$ cat src/rtl/cla_pkg.sv
// Shared width constants for the 32-bit two-level carry-lookahead adder.
package cla_pkg;
  localparam int unsigned CLA_WIDTH = 32;
  localparam int unsigned CLA_BLOCK = 4;
  localparam int unsigned CLA_NBLK  = CLA_WIDTH / CLA_BLOCK;
endpackage

$ cat src/rtl/cla4_block.sv
// 4-bit carry-lookahead block: local sums plus group generate/propagate.
module cla4_block (
  input  logic [3:0] a,
  input  logic [3:0] b,
  input  logic       cin,
  output logic [3:0] s,
  output logic       G,
  output logic       P
);
  logic [3:0] g;
  logic [3:0] p;
  logic [3:0] c;

  assign g = a & b;
  assign p = a ^ b;

  // Carries are flattened sum-of-products, no ripple between bits.
  assign c[0] = cin;
  assign c[1] = g[0] | (p[0] & cin);
  assign c[2] = g[1] | (p[1] & g[0]) | (p[1] & p[0] & cin);
  assign c[3] = g[2] | (p[2] & g[1]) | (p[2] & p[1] & g[0])
              | (p[2] & p[1] & p[0] & cin);

  assign s = p ^ c;

  assign G = g[3] | (p[3] & g[2]) | (p[3] & p[2] & g[1])
           | (p[3] & p[2] & p[1] & g[0]);
  assign P = &p;
endmodule

$ cat src/rtl/cla_32.sv
// 32-bit registered adder: eight cla4_block groups with a second-level lookahead unit.
module cla_32
  import cla_pkg::*;
(
  input  logic                 CLK,
  input  logic                 RST,
  input  logic [CLA_WIDTH-1:0] X,
  input  logic [CLA_WIDTH-1:0] Y,
  input  logic                 CARRY_IN,
  output logic [CLA_WIDTH-1:0] SUM,
  output logic                 CARRY_OUT
);
  logic [CLA_NBLK-1:0]  blk_g;
  logic [CLA_NBLK-1:0]  blk_p;
  logic [CLA_NBLK:0]    blk_c;
  logic [CLA_WIDTH-1:0] sum_d;
  logic [CLA_WIDTH-1:0] sum_q;
  logic                 cout_d;
  logic                 cout_q;

  for (genvar k = 0; k < CLA_NBLK; k++) begin : g_blk
    cla4_block u_blk (
      .a   (X[k*CLA_BLOCK +: CLA_BLOCK]),
      .b   (Y[k*CLA_BLOCK +: CLA_BLOCK]),
      .cin (blk_c[k]),
      .s   (sum_d[k*CLA_BLOCK +: CLA_BLOCK]),
      .G   (blk_g[k]),
      .P   (blk_p[k])
    );
  end

  // Each block carry-in is the OR of every generate term reaching it,
  // expanded into products so no carry depends on another carry.
  always_comb begin
    logic term;
    logic prod;
    blk_c    = '0;
    blk_c[0] = CARRY_IN;
    for (int unsigned k = 0; k < CLA_NBLK; k++) begin
      term = 1'b0;
      for (int unsigned j = 0; j <= k; j++) begin
        prod = blk_g[j];
        for (int unsigned m = j + 1; m <= k; m++) prod = prod & blk_p[m];
        term = term | prod;
      end
      prod = CARRY_IN;
      for (int unsigned m = 0; m <= k; m++) prod = prod & blk_p[m];
      blk_c[k+1] = term | prod;
    end
  end

  assign cout_d = blk_c[CLA_NBLK];

  always_ff @(posedge CLK or posedge RST) begin
    if (RST) begin
      sum_q  <= '0;
      cout_q <= 1'b0;
    end else begin
      sum_q  <= sum_d;
      cout_q <= cout_d;
    end
  end

  assign SUM       = sum_q;
  assign CARRY_OUT = cout_q;
endmodule

$ cat config.mk
export PLATFORM = sky130hd
export DESIGN_NAME = cla_32
export DESIGN_NICKNAME = d
export VERILOG_FILES = /design/src/rtl/cla_pkg.sv /design/src/rtl/cla4_block.sv /design/src/rtl/cla_32.sv
export SDC_FILE = /design/constraint.sdc
export NUM_CORES = 1
export LEC_CHECK = 0
export CAP_MARGIN = 10
export CORE_ASPECT_RATIO = 1.25
export CORE_MARGIN = 4
export CORE_UTILIZATION = 42
export DETAILED_ROUTE_END_ITERATION = 10
export PLACE_DENSITY = 0.78
export SLEW_MARGIN = 5
export SYNTH_ARGS = -nofsm -noshare
export SYNTH_HDL_FRONTEND = slang
export SYNTH_SLANG_ARGS = --single-unit
$ cat constraint.sdc
create_clock -name CLK -period 1.55 [get_ports CLK]
set_clock_uncertainty 0.2 [all_clocks]
set_input_delay 0.3875 -clock CLK [delete_from_list [all_inputs] [get_ports CLK]]
set_output_delay 0.3875 -clock CLK [all_outputs]
set_load 0.01 [all_outputs]
---- Yosys cells after proc, flatten, opt, wreduce, memory -nomap -nowiden ----
Cells that the tools add are included.
storage, ports and cells
  flip-flop bits (word level) ............. 33
  output and inout bits ................... 33
  logic and storage cells ................. 290
operators by class
  bitwise operators ....................... 280
  reductions and logical operators ........ 8
operators by type and width
  operator          count
  $and 1x1->1       148
  $or 1x1->1        108
  $xor 4x4->4       16
  $and 4x4->4       8
  $reduce_and 4->1  8

---- Depth between registers and ports, before layout ----
Gate-level depths: netlist of the first run.
  depth in word-level cells ............... 21
  gate-level depth with buffers ........... 10
  gate-level depth less buffers ........... 10

---- Cells and area by module ----
A second synthesis of the first run with hierarchy kept.
unflattened totals
  cell total of the unflattened synthesis .. 224
  area total of the unflattened synthesis .. 2408.6 µm²
by module, submodules not included
  module      instances  cells an instance  area an instance (µm²)  sequential area each (µm²)
  cla4_block  8          22                 182.7                   0.0
  cla_32      1          48                 947.2                   825.8

---- Least setup slack after synthesis of the first run ----
OpenSTA, ideal clock, no wires.
  kind .................................... input port to flip-flop
  start point ............................. input X[1]
  end point ............................... register sum_q[29], in the netlist SUM[29]
  setup time .............................. 122 ps
  arrival time ............................ 2283 ps
  required time ........................... 1228 ps
  path slack .............................. -1055 ps
  stages .................................. 10
  path through ............................ ha_1 > a41oi_2 > o211a_1 > nor2_2 > a211oi_4 > inv_2 > a2bb2oi_2 > o21ai_2 > fa_1 > xor2_1
on the way
  word-level cells in the longest chain between the ends .. 20
  elaborated cells between the ends (all ways) .. 31
  classes of those cells .................. 30 x bitwise; 1 x reduce/logical
ends and longest elaborated chain
  what                                               line                                text
  from (decl)                                        cla_32.sv:7                         input logic [CLA_WIDTH-1:0] X,
  $and 4x4->4 / $xor 4x4->4 (equally long branches)  cla4_block.sv:14, cla4_block.sv:15
  $and 1x1->1, on equally long branches              cla4_block.sv:26, cla4_block.sv:27
  $or 1x1->1 / $and 1x1->1 (equally long branches)   cla4_block.sv:26, cla4_block.sv:27
  $or 1x1->1                                         cla4_block.sv:27                    | (p[3] & p[2] & p[1] & g[0]);
  $and 1x1->1 (6 in series)                          cla_32.sv:43                        for (int unsigned m = j + 1; m <= k; m++) prod = prod & blk_p[m];
  $or 1x1->1 (6 in series)                           cla_32.sv:44                        term = term | prod;
  $or 1x1->1 (*)                                     cla_32.sv:48                        blk_c[k+1] = term | prod;
  $and 1x1->1 (*)                                    cla4_block.sv:19                    assign c[1] = g[0] | (p[0] & cin);
  $or 1x1->1 (*)                                     cla4_block.sv:19
  $xor 4x4->4 (*)                                    cla4_block.sv:24                    assign s = p ^ c;
  net g_blk[7].u_blk.s[1]                            cla4_block.sv:6                     output logic [3:0] s,
  to (signal assigned)                               cla_32.sv:59                        sum_q <= sum_d;
  to (decl)                                          cla_32.sv:17                        logic [CLA_WIDTH-1:0] sum_q;
Mark *: on every way through the listed nets, which the timed path passes. The rest lies on a longest branch.

---- Worst setup path after layout of the first run ----
  start point ............................. input X[2]
  end point ............................... register sum_q[25], in the netlist SUM[25]
on the way
  word-level cells in the longest chain between the ends .. 19
  elaborated cells between the ends (all ways) .. 31
  classes of those cells .................. 30 x bitwise; 1 x reduce/logical
ends and longest elaborated chain
  what                                               line                                text
  $and 4x4->4 / $xor 4x4->4 (equally long branches)  cla4_block.sv:14, cla4_block.sv:15
  $and 1x1->1, on equally long branches              cla4_block.sv:26, cla4_block.sv:27
  $or 1x1->1, or another cell as far along           cla4_block.sv:26                    assign G = g[3] | (p[3] & g[2]) | (p[3] & p[2] & g[1])
  $or 1x1->1 / $and 1x1->1 (equally long branches)   cla4_block.sv:26, cla4_block.sv:27
  $or 1x1->1                                         cla4_block.sv:27
  $and 1x1->1 (5 in series)                          cla_32.sv:43
  $or 1x1->1 (5 in series)                           cla_32.sv:44
  $or 1x1->1 (*)                                     cla_32.sv:48
  $and 1x1->1 (*)                                    cla4_block.sv:19
  $or 1x1->1 (*)                                     cla4_block.sv:19
  $xor 4x4->4 (*)                                    cla4_block.sv:24
  net g_blk[6].u_blk.s[1]                            cla4_block.sv:6
Marks and branches as above.

==> results of run 1 <==
layout by cell type, fill, tap and decap left out, types with 10 or more instances in the layout:
cell	instances
dlygate4sd2_1	26
inv_1	13
buf_2	17
buf_6	16
clkbuf_2	11
dfrtp_1	33
buf_4	80
clkdlybuf4s15_1	24
ha_4	24
clkdlybuf4s50_1	14
xnor2_1	10
worst paths after layout:
| kind | start | end | slack [ns] | depth (start not counted) |
|---|---|---|---|---|
| max in group asynchronous | RST | SUM[11] | 0.72 | 3 |
| min | RST | SUM[24] | 0.24 | 3 |
| min in group CLK | Y[0] | SUM[0] | 0.27 | 4 |
| max | X[2] | SUM[25] | -0.95 | 11 |
final cells by class:
cell class / count / area, sq um
Inverter: 15 / 56.3
Fill cell: 220 / 542
Timing Repair Buffer: 191 / 1570
Clock buffer: 7 / 96.3
Multi-Input combinational cell: 141 / 1870
Sequential cell: 33 / 826
Clock inverter: 1 / 5.00
Tap cell: 62 / 77.6
per-layer routing:
layer  vias up  share of wire (%)  GRT usage, %  routed length, um
met1      1161                 33          26.1               2950
li1       1080                  -             -                  -
met2       115                 54          49.0               4760
met3        38                6.9          6.36                610
met4         0                5.7          10.3                498
met5         -                  0             0                  0
cell families after synthesis:
group / Yosys count
buf+inv: 15
xor+xnor: 20
simple gates: 29
fa+ha+maj: 40
compound gates: 52
flops: 33
critical path, cell delays in order:
cell	delay (ns)
buf_2	0.12
ha_4	0.23
a41oi_2	0.18
o211a_1	0.23
nor2_4	0.06
a211oi_4	0.24
buf_4	0.17
buf_6	0.12
o221ai_4	0.13
fa_2	0.39
xor2_1	0.24
registers in the layout (all words and copies together) (netlist names):
name	cells
CARRY_OUT	1
SUM	32
power groups by stage:
stage	logic [mW]	registers (mW)	clock network [mW]
final	1.71	1.10	0.750
after global routing	1.83	1.11	0.804
after CTS	1.55	1.08	0.750
after detailed placement	1.45	1.10	0
after global placement	1.41	1.10	0
after floorplan	0.494	1.20	0
through the flow:
step	setup TNS [ns]	util (%)	total power, mW	instance area (sq um)	setup WS, ns
3_3_place_gp	-38.35	76.9	2.51	3880	-1.45
6_report	-20.59	89.3	3.56	4500	-0.945
4_1_cts	-18.64	87.1	3.38	4400	-0.844
5_1_grt	-22.47	89.3	3.75	4500	-1.02
2_1_floorplan	-17.78	-	1.69	2320	-0.853
3_5_place_dp	-39.55	76.9	2.56	3880	-1.50
repair_timing:
| item | 4_1_cts | 5_1_grt |
|---|---|---|
| setup buffers | 22 | 12 |
| pin swaps | 72 | 39 |
| setup endpoints to repair | 66 | 47 |
| gates resized for setup | 227 | 55 |
==> reports/results.txt, run 1 <==
Outcome: complete, but fails checks
Failing checks: negative setup slack
Final setup vio count: 30
Synth Cell Area: 0.00217 sq mm
Setup ws final: -0.945 ns
Die Height: 88.5 um
Port Buffers: 99
Compound-Gate Fraction of Synth Area: 19.0%
CTS buffer count: 5
Finished Layout Cells: 450
Min-delay worst type: in2async
Switching Fraction: 32.9%
# DRC: 0
Full die area: 0.00640 sq mm
Synth area leader: dfrtp_1
Max Fclk: 0.401 GHz
WL/cell: 19.6 um
Power per cell area: 791 mW/mm^2
Via count: 2394
Startpoint Class: input pin
Root Driver: clkbuf_8
Pint: 2.39 mW
CTS Buffer Depth: 2
Unrepaired setup endpoints after global routing: true
Worst Tran Pin Value: 0.348 ns
Initial antenna violation count: 0
IO Count: 100
Logic gate share of total power: 48.1%
H-tree Lvls: 2
Std-Cell Rows: 29
CTS Hold Bufs: 0
Worst hold slack: 0.239 ns
Critical Path RT: 1.55 ns
Worst EP arrival: 2.49 ns
Switch Pwr: 1.17 mW
Max VDD drop: 0.536 mV
Post-synthesis mux area share: 0%
Commonest cells in the netlist: 33 x dfrtp_1, 32 x ha_1, 14 x inv_1
Largest net degree at the start of global routing: 34
Post-Synth Adder-Cell Area: 25.8%
Number of synthesized flops with an enable pin: 0
Via density: 5.32
Die W: 72.4 um
First-pass GRT wire length: 12600 um
Post-synth top area share: 38.0%
Main combinational cell family by area after synthesis: adder cells
Gr ovfl total: 0
Synth Area in XOR/XNOR: 8.06%
Number of clock sinks: 33
Sequential area share after synthesis: 38.0%
Vias in the first global route: 2641
Slew headroom: 76.7%
Clock group share of total power: 21.1%
Endpoint class of the critical path: flop
CTS tree: done
Gr usage total: 25.6%
Syn Area/Cell: 11.5 sq um
Synth top area cells: dfrtp_1 38%, ha_1 18%, fa_1 7.4%
Tmin final: 2.50 ns
Clk slew on worst S/H paths: 0.08 ns
Syn nets: 296
GPL Wtd Cong: 0.797
WL final: 8810 um
Hold Violations, Final: 0
CP Max Fanout: 3
DP Wirelength: 4990 um
Synthesized flop and latch total: 33
Cell count after placement: 414
Leakage: 2.09 nW
Syn Inst Count: 189
Synth-to-layout area growth: 107%
Tcrit/Tclk final: 161%
Initial DRC count: 79
Post-route ant nets: 0
Synth warnings: 0
# Max-Cap Violations: 0
Core Footprint: 0.00504 sq mm
Starting Density: 43.1%
Reg power frac: 30.8%
Layout cells sized above 1: 53.1%
Kind of critical path: in2reg
Main flop type after synthesis: dfrtp_1
Top-count cell post-synth: dfrtp_1
Unique masters post-synth: 41
Layout Nets: 494
Post-synth ARST share: 100%
Fin. max-slew vios: 0
Simple-Gate Fraction of Synth Area: 6.62%
Drt pass-1 iters: 4
Ant diodes: 0
Power figures use the tool's default switching activity.
==> run 2, diff against run 1 <==
MAX_ROUTING_LAYER = met4   (was unset)
REMOVE_ABC_BUFFERS = 1   (was unset)
==> run 2 against run 1 <==
  * Setup slack worse by 0.019 ns
  * Clock power hardly changed
  * Largest power group unchanged
  * Non-clock buffer count down 5
  * Combinational power up 2%
  * Clock-buffer cell count unchanged
  * Wire length increased by 11%
  * Maximum frequency decreased by 0.75%
  * Core utilization is 0.92 points lower
  * Largest cell class unchanged
  * Total power rose by 1.5%
  * Sequential share of layout area increased by 0.19 points
  * Final area shrank 1.0%
  * The run still ends with negative setup slack left
  * Cell count down 1.1%
==> reports/results.txt, run 2 (synthesis gave the netlist of run 1 again) <==
Full die area: 0.00640 sq mm (unchanged)
Endpoint class of the critical path: flop
Number of clock sinks: 33 (unchanged)
Tmin final: 2.51 ns (+0.0190 ns)
Failing checks: negative setup slack
# DRC: 0 (unchanged)
Std-Cell Rows: 29 (unchanged)
Clk slew on worst S/H paths: 0.07 ns (about the same)
Root Driver: clkbuf_8
Synth-to-layout area growth: 105%
Critical Path Max Stage Delay: 0.52 ns (+0.13 ns)
CP Max Fanout: 3 (unchanged)
Met3 Resource Use GR: 6.14% (-0.23 points)
CTS Buffer Depth: 2 (unchanged)
Via count: 2433 (+1.6%)
Critical Path RT: 1.53 ns (-0.02 ns)
Min-delay worst type: in2async
Final setup vio count: 35 (+17%)
Leakage: 2.06 nW (-1.6%)
Slew headroom: 67.6% (-9.1 points)
GPL Wtd Cong: 0.790 (-0.99%)
Worst hold slack: 0.258 ns (+0.0193 ns)
Startpoint Class: input pin
Initial antenna violation count: 0 (unchanged)
Largest net degree at the start of global routing: 34 (unchanged)
Setup_tns: -21.68 ns (-1.09 ns)
WL/cell: 22.1 um (+13%)
Max Fclk: 0.398 GHz (-0.75%)
Die Height: 88.5 um (unchanged)
CTS tree: done
Tcrit/Tclk final: 162% (+1.2 points)
Fin. max-slew vios: 0 (unchanged)
CP Cell Sequence: clkdlybuf4s50_1 > ha_1 > and3_1 > nand2_1 > o22ai_1 > nor2_1 > o21ai_4 > o311a_1 > o221a_1
Gr usage total: 26.8% (+1.2 points)
Port Buffers: 99 (unchanged)
Vias in the first global route: 2650 (+0.34%)
H-tree Lvls: 2 (unchanged)
Crit path max-delay cell type: clkdlybuf4s50_1
Post-route ant nets: 0 (unchanged)
Most used routing layer: met2
CTS Hold Bufs: 0 (unchanged)
CTS buffer count: 5 (unchanged)
Via density: 5.47 (+2.8%)
Layout Nets: 489 (-1.0%)
Starting Density: 43.1% (unchanged)
DP Wirelength: 4960 um (-0.58%)
Die W: 72.4 um (unchanged)
Layout cells sized above 1: 52.2% (-0.87 points)
# Max-Cap Violations: 0 (unchanged)
First-pass GRT wire length: 12500 um (-0.44%)
GR Util met2: 50.8% (+1.7 points)
Power per cell area: 811 mW/mm^2 (+2.5%)
Drt pass-1 iters: 5 (+1)
# fillers: 219 (-0.45%)
WL final: 9820 um (+11%)
Setup crit start: X[24]
Hold Violations, Final: 0 (unchanged)
Max VDD drop: 0.546 mV (+1.8%)
Most frequent cells in the layout: 77 x buf_4, 33 x dfrtp_1, 30 x dlygate4sd2_1, 22 x buf_2, 21 x ha_4
IO Count: 100 (unchanged)
Worst EP arrival: 2.49 ns (about the same)
Core Util, Final: 88.3% (-0.92 points)
Max reg flops: 32 (unchanged)
Outcome: complete, but fails checks
Ant diodes: 0 (unchanged)
Met1 GRT Util: 25.0% (-1.1 points)
Worst Tran Pin Value: 0.484 ns (+0.136 ns)
Initial DRC count: 102 (+29%)
Kind of critical path: in2reg
Setup ws final: -0.964 ns (-0.0190 ns)
Most common cell after layout, fill and taps aside: buf_4
Core Footprint: 0.00504 sq mm (unchanged)
Gr ovfl total: 0 (unchanged)
Unrepaired setup endpoints after global routing: true
-- run 2: cell types whose count changed in the layout (fill, tap and decap cells not counted), sizes merged --
| cell | before | now |
|---|---|---|
| clkbuf | 18 | 7 |
| dlygate4sd2 | 26 | 30 |
| clkdlybuf4s15 | 24 | 27 |
| clkdlybuf4s50 | 14 | 16 |
| dlymetal6s2s | 2 | 0 |
| buf | 114 | 113 |
-- run 2: through the flow --
step | cells | power (mW) | setup slack, ns | cell area (sq um)
floorplan | 189 | 1.65 | -1.06 | 2170
CTS | 441 | 3.33 | -0.854 | 4310
detailed placement | 415 | 2.51 | -1.63 | 3740
global placement | 415 | 2.46 | -1.59 | 3740
finish | 445 | 3.61 | -0.964 | 4460
global route | 445 | 3.77 | -1.02 | 4460
-- run 2: per-layer routing --
metal	routed length [um]	part of all wire [%]
met1	3320	34
met3	735	7.5
met4	486	5.0
met5	0	0
met2	5280	54
-- run 2: final cells by class --
type | count | area [sq um] | share of cell area [%]
Multi-Input combinational cell | 141 | 1840 | 41.3
Timing Repair Buffer | 186 | 1560 | 34.9
Sequential cell | 33 | 826 | 18.5
Clock buffer | 7 | 96.3 | 2.16
Tap cell | 62 | 77.6 | 1.74
Inverter | 15 | 56.3 | 1.26
Clock inverter | 1 | 5.00 | 0.112
-- run 2: path summary, 6_finish.rpt --
kind                           end  cells past startpoint
min                         SUM[4]                      3
max in group asynchronous  SUM[27]                      3
min in group CLK            SUM[2]                      4
max                        SUM[31]                      9
-- run 2: timing repair --
item,in CTS,in global routing
pin swaps,72,35
setup endpoints to repair,66,42
buffers inserted,18,6
gates resized for setup,255,36
cloned,0,0
-- run 2: worst max-delay path: cells and delay by family --
kind	cells	cell delay (ns)
AO/OA/AOI/OAI	4	0.77
AND/OR/NAND/NOR	3	0.54
buffers and inverters	1	0.52
adder cells (fa/ha/maj)	1	0.26
-- run 2: where the power goes --
group          internal, mW  leakage (nW)  switching, mW  total (mW)
clock                 0.402        0.0542          0.351       0.753
combinational         0.936          1.62          0.810        1.75
sequential             1.04         0.384         0.0751        1.11
==> run 3, diff against run 2 <==
SKIP_CTS_REPAIR_TIMING = 1   (was unset)
SKIP_LAST_GASP = 1   (was unset)
==> run 3 against run 2 <==
  * The flow still finishes with violations (negative setup slack)
  * Flip-flop and latch count stayed put
  * Core utilization is 3.0 points higher
  * Clock-buffer cell count stayed put
==> reports/results.txt, run 3 (synthesis gave the netlist of run 1 again) <==
Outcome: complete, but fails checks
Failing checks: negative setup slack
Full die area: 0.00640 sq mm (unchanged)
Synth-to-layout area growth: 112%
Power per cell area: 772 mW/mm^2 (-4.8%)
Setup ws final: -0.968 ns (-0.00377 ns)
Hold Violations, Final: 0 (unchanged)
Pint: 2.40 mW (+1.2%)
Logic gate share of total power: 48.6% (+0.3 points)
Post-route ant nets: 0 (unchanged)
IO Count: 100 (unchanged)
Post-route cell area: 0.00461 sq mm (+3.4%)
Critical Path RT: 1.53 ns (about the same)
Worst Tran Pin Value: 0.458 ns (-0.0253 ns)
Slew headroom: 69.3% (+1.7 points)
Layout cells sized above 1: 45.6% (-6.6 points)
Clock group share of total power: 20.6% (-0.2 points)
Final setup vio count: 29 (-17%)
Tmin final: 2.52 ns (+0.00377 ns)
Most frequent cells in the layout: 71 x buf_4, 69 x dlymetal6s2s_1, 33 x dfrtp_1, 22 x ha_4, 18 x clkdlybuf4s50_1
Clk slew on worst S/H paths: 0.08 ns (about the same)
CTS tree: done
Drt pass-1 iters: 4 (-1)
WL/cell: 21.1 um (-4.4%)
Core Footprint: 0.00504 sq mm (unchanged)
Max Fclk: 0.397 GHz (-0.15%)
Initial DRC count: 106 (+3.9%)
Fin. max-slew vios: 0 (unchanged)
Die Height: 88.5 um (unchanged)
CP Max Fanout: 4 (+1)
Port Buffers: 99 (unchanged)
Leakage: 2.55 nW (+24%)
Most common cell after layout, fill and taps aside: buf_4
Place WS: -1.63 ns (unchanged)
Startpoint Class: input pin
# DRC: 0 (unchanged)
DP Wirelength: 4960 um (unchanged)
Dpl cell area: 0.00374 sq mm (unchanged)
Tcrit/Tclk final: 162% (+0.24 points)
Number of clock sinks: 33 (unchanged)
WL final: 9220 um (-6.1%)
Kind of critical path: in2reg
Total power: 3.55 mW (-1.6%)
Die W: 72.4 um (unchanged)
Core Util, Final: 91.3% (+3.0 points)
Root Driver: clkbuf_8
Vias in the first global route: 2298 (-13%)
H-tree Lvls: 2 (unchanged)
Max reg flops: 32 (unchanged)
Gr ovfl total: 0 (unchanged)
Layout Nets: 481 (-1.6%)
CTS Buffer Depth: 2 (unchanged)
Ant diodes: 0 (unchanged)
Finished Layout Cells: 437 (-1.8%)
Via density: 5.32 (-2.7%)
Gr usage total: 19.3% (-7.4 points)
Endpoint class of the critical path: flop
Worst EP arrival: 2.50 ns (about the same)
Switch Pwr: 1.15 mW (-7.0%)
Unrepaired setup endpoints after global routing: true
GPL Wtd Cong: 0.790 (unchanged)
First-pass GRT wire length: 9370 um (-25%)
Std-Cell Rows: 29 (unchanged)
Max VDD drop: 0.537 mV (-1.5%)
Reg power frac: 30.8% (about the same)
Starting Density: 43.1% (unchanged)
Largest net degree at the start of global routing: 34 (unchanged)
Cell count after placement: 415 (unchanged)
Initial antenna violation count: 0 (unchanged)
CTS buffer count: 5 (unchanged)
Switching Fraction: 32.4% (-1.9 points)
Via count: 2325 (-4.4%)
Min-delay worst type: in2async
# Max-Cap Violations: 0 (unchanged)
==> run 3: cell count changes in the layout (fill, tap and decap cells not counted), moves of 2 or more <==
| cell | delta |
|---|---|
| nand2_2 | +2 |
| clkdlybuf4s15_1 | -20 |
| clkbuf_2 | +11 |
| nor2_1 | -2 |
| nand2_4 | -2 |
| buf_2 | -22 |
| dlymetal6s2s_1 | +69 |
| clkdlybuf4s50_1 | +2 |
| buf_4 | -6 |
| buf_6 | -5 |
| nor2_2 | +3 |
| dlygate4sd2_1 | -30 |
| clkdlybuf4s15_2 | -7 |
==> run 3: final timing paths <==
| kind | slack [ns] | to | startpoint |
|---|---|---|---|
| max in group asynchronous | 0.67 | SUM[3] | RST |
| worst max-delay path | -0.97 | SUM[31] | Y[25] |
| min in group CLK | 0.32 | SUM[4] | X[4] |
| worst min-delay path | 0.30 | SUM[24] | RST |
==> run 3: power groups by stage <==
stage,logic (mW),clock network [mW],registers [mW]
after floorplan,0.448,0,1.20
after global placement,1.36,0,1.10
after detailed placement,1.41,0,1.10
after CTS,1.41,0.732,1.09
after global routing,1.83,0.773,1.11
final,1.73,0.733,1.09
==> run 3: final cells by class <==
cell class,count,area (sq um)
fill,183,438
multi-input combinational,141,1800
timing repair buffer,178,1740
sequential,33,826
inverter,15,56.3
tap,62,77.6
clock buffer,7,96.3
clock inverter,1,5.00
==> run 3: routing by layer <==
metal / GRT usage [%] / routed length (um)
met2: 39.3 / 5140
met1: 18.0 / 3310
met3: 3.41 / 468
met5: - / 0
met4: 5.13 / 301
==> run 3: critical path: stages <==
cell	delay, ns
clkdlybuf4s50_1	0.53
ha_4	0.24
a21o_1	0.18
a21oi_2	0.17
o22ai_2	0.12
nor2_2	0.17
o21ai_4	0.10
o311a_1	0.36
o221a_1	0.24
==> run 3: metrics by stage <==
stage	TNS [ns]	hold slack (ns)
final	-20.90	0.298
after detailed placement	-42.37	0.578
after CTS	-39.02	0.267
after global routing	-22.95	0.328
after floorplan	-22.06	0.316
after global placement	-41.08	0.570
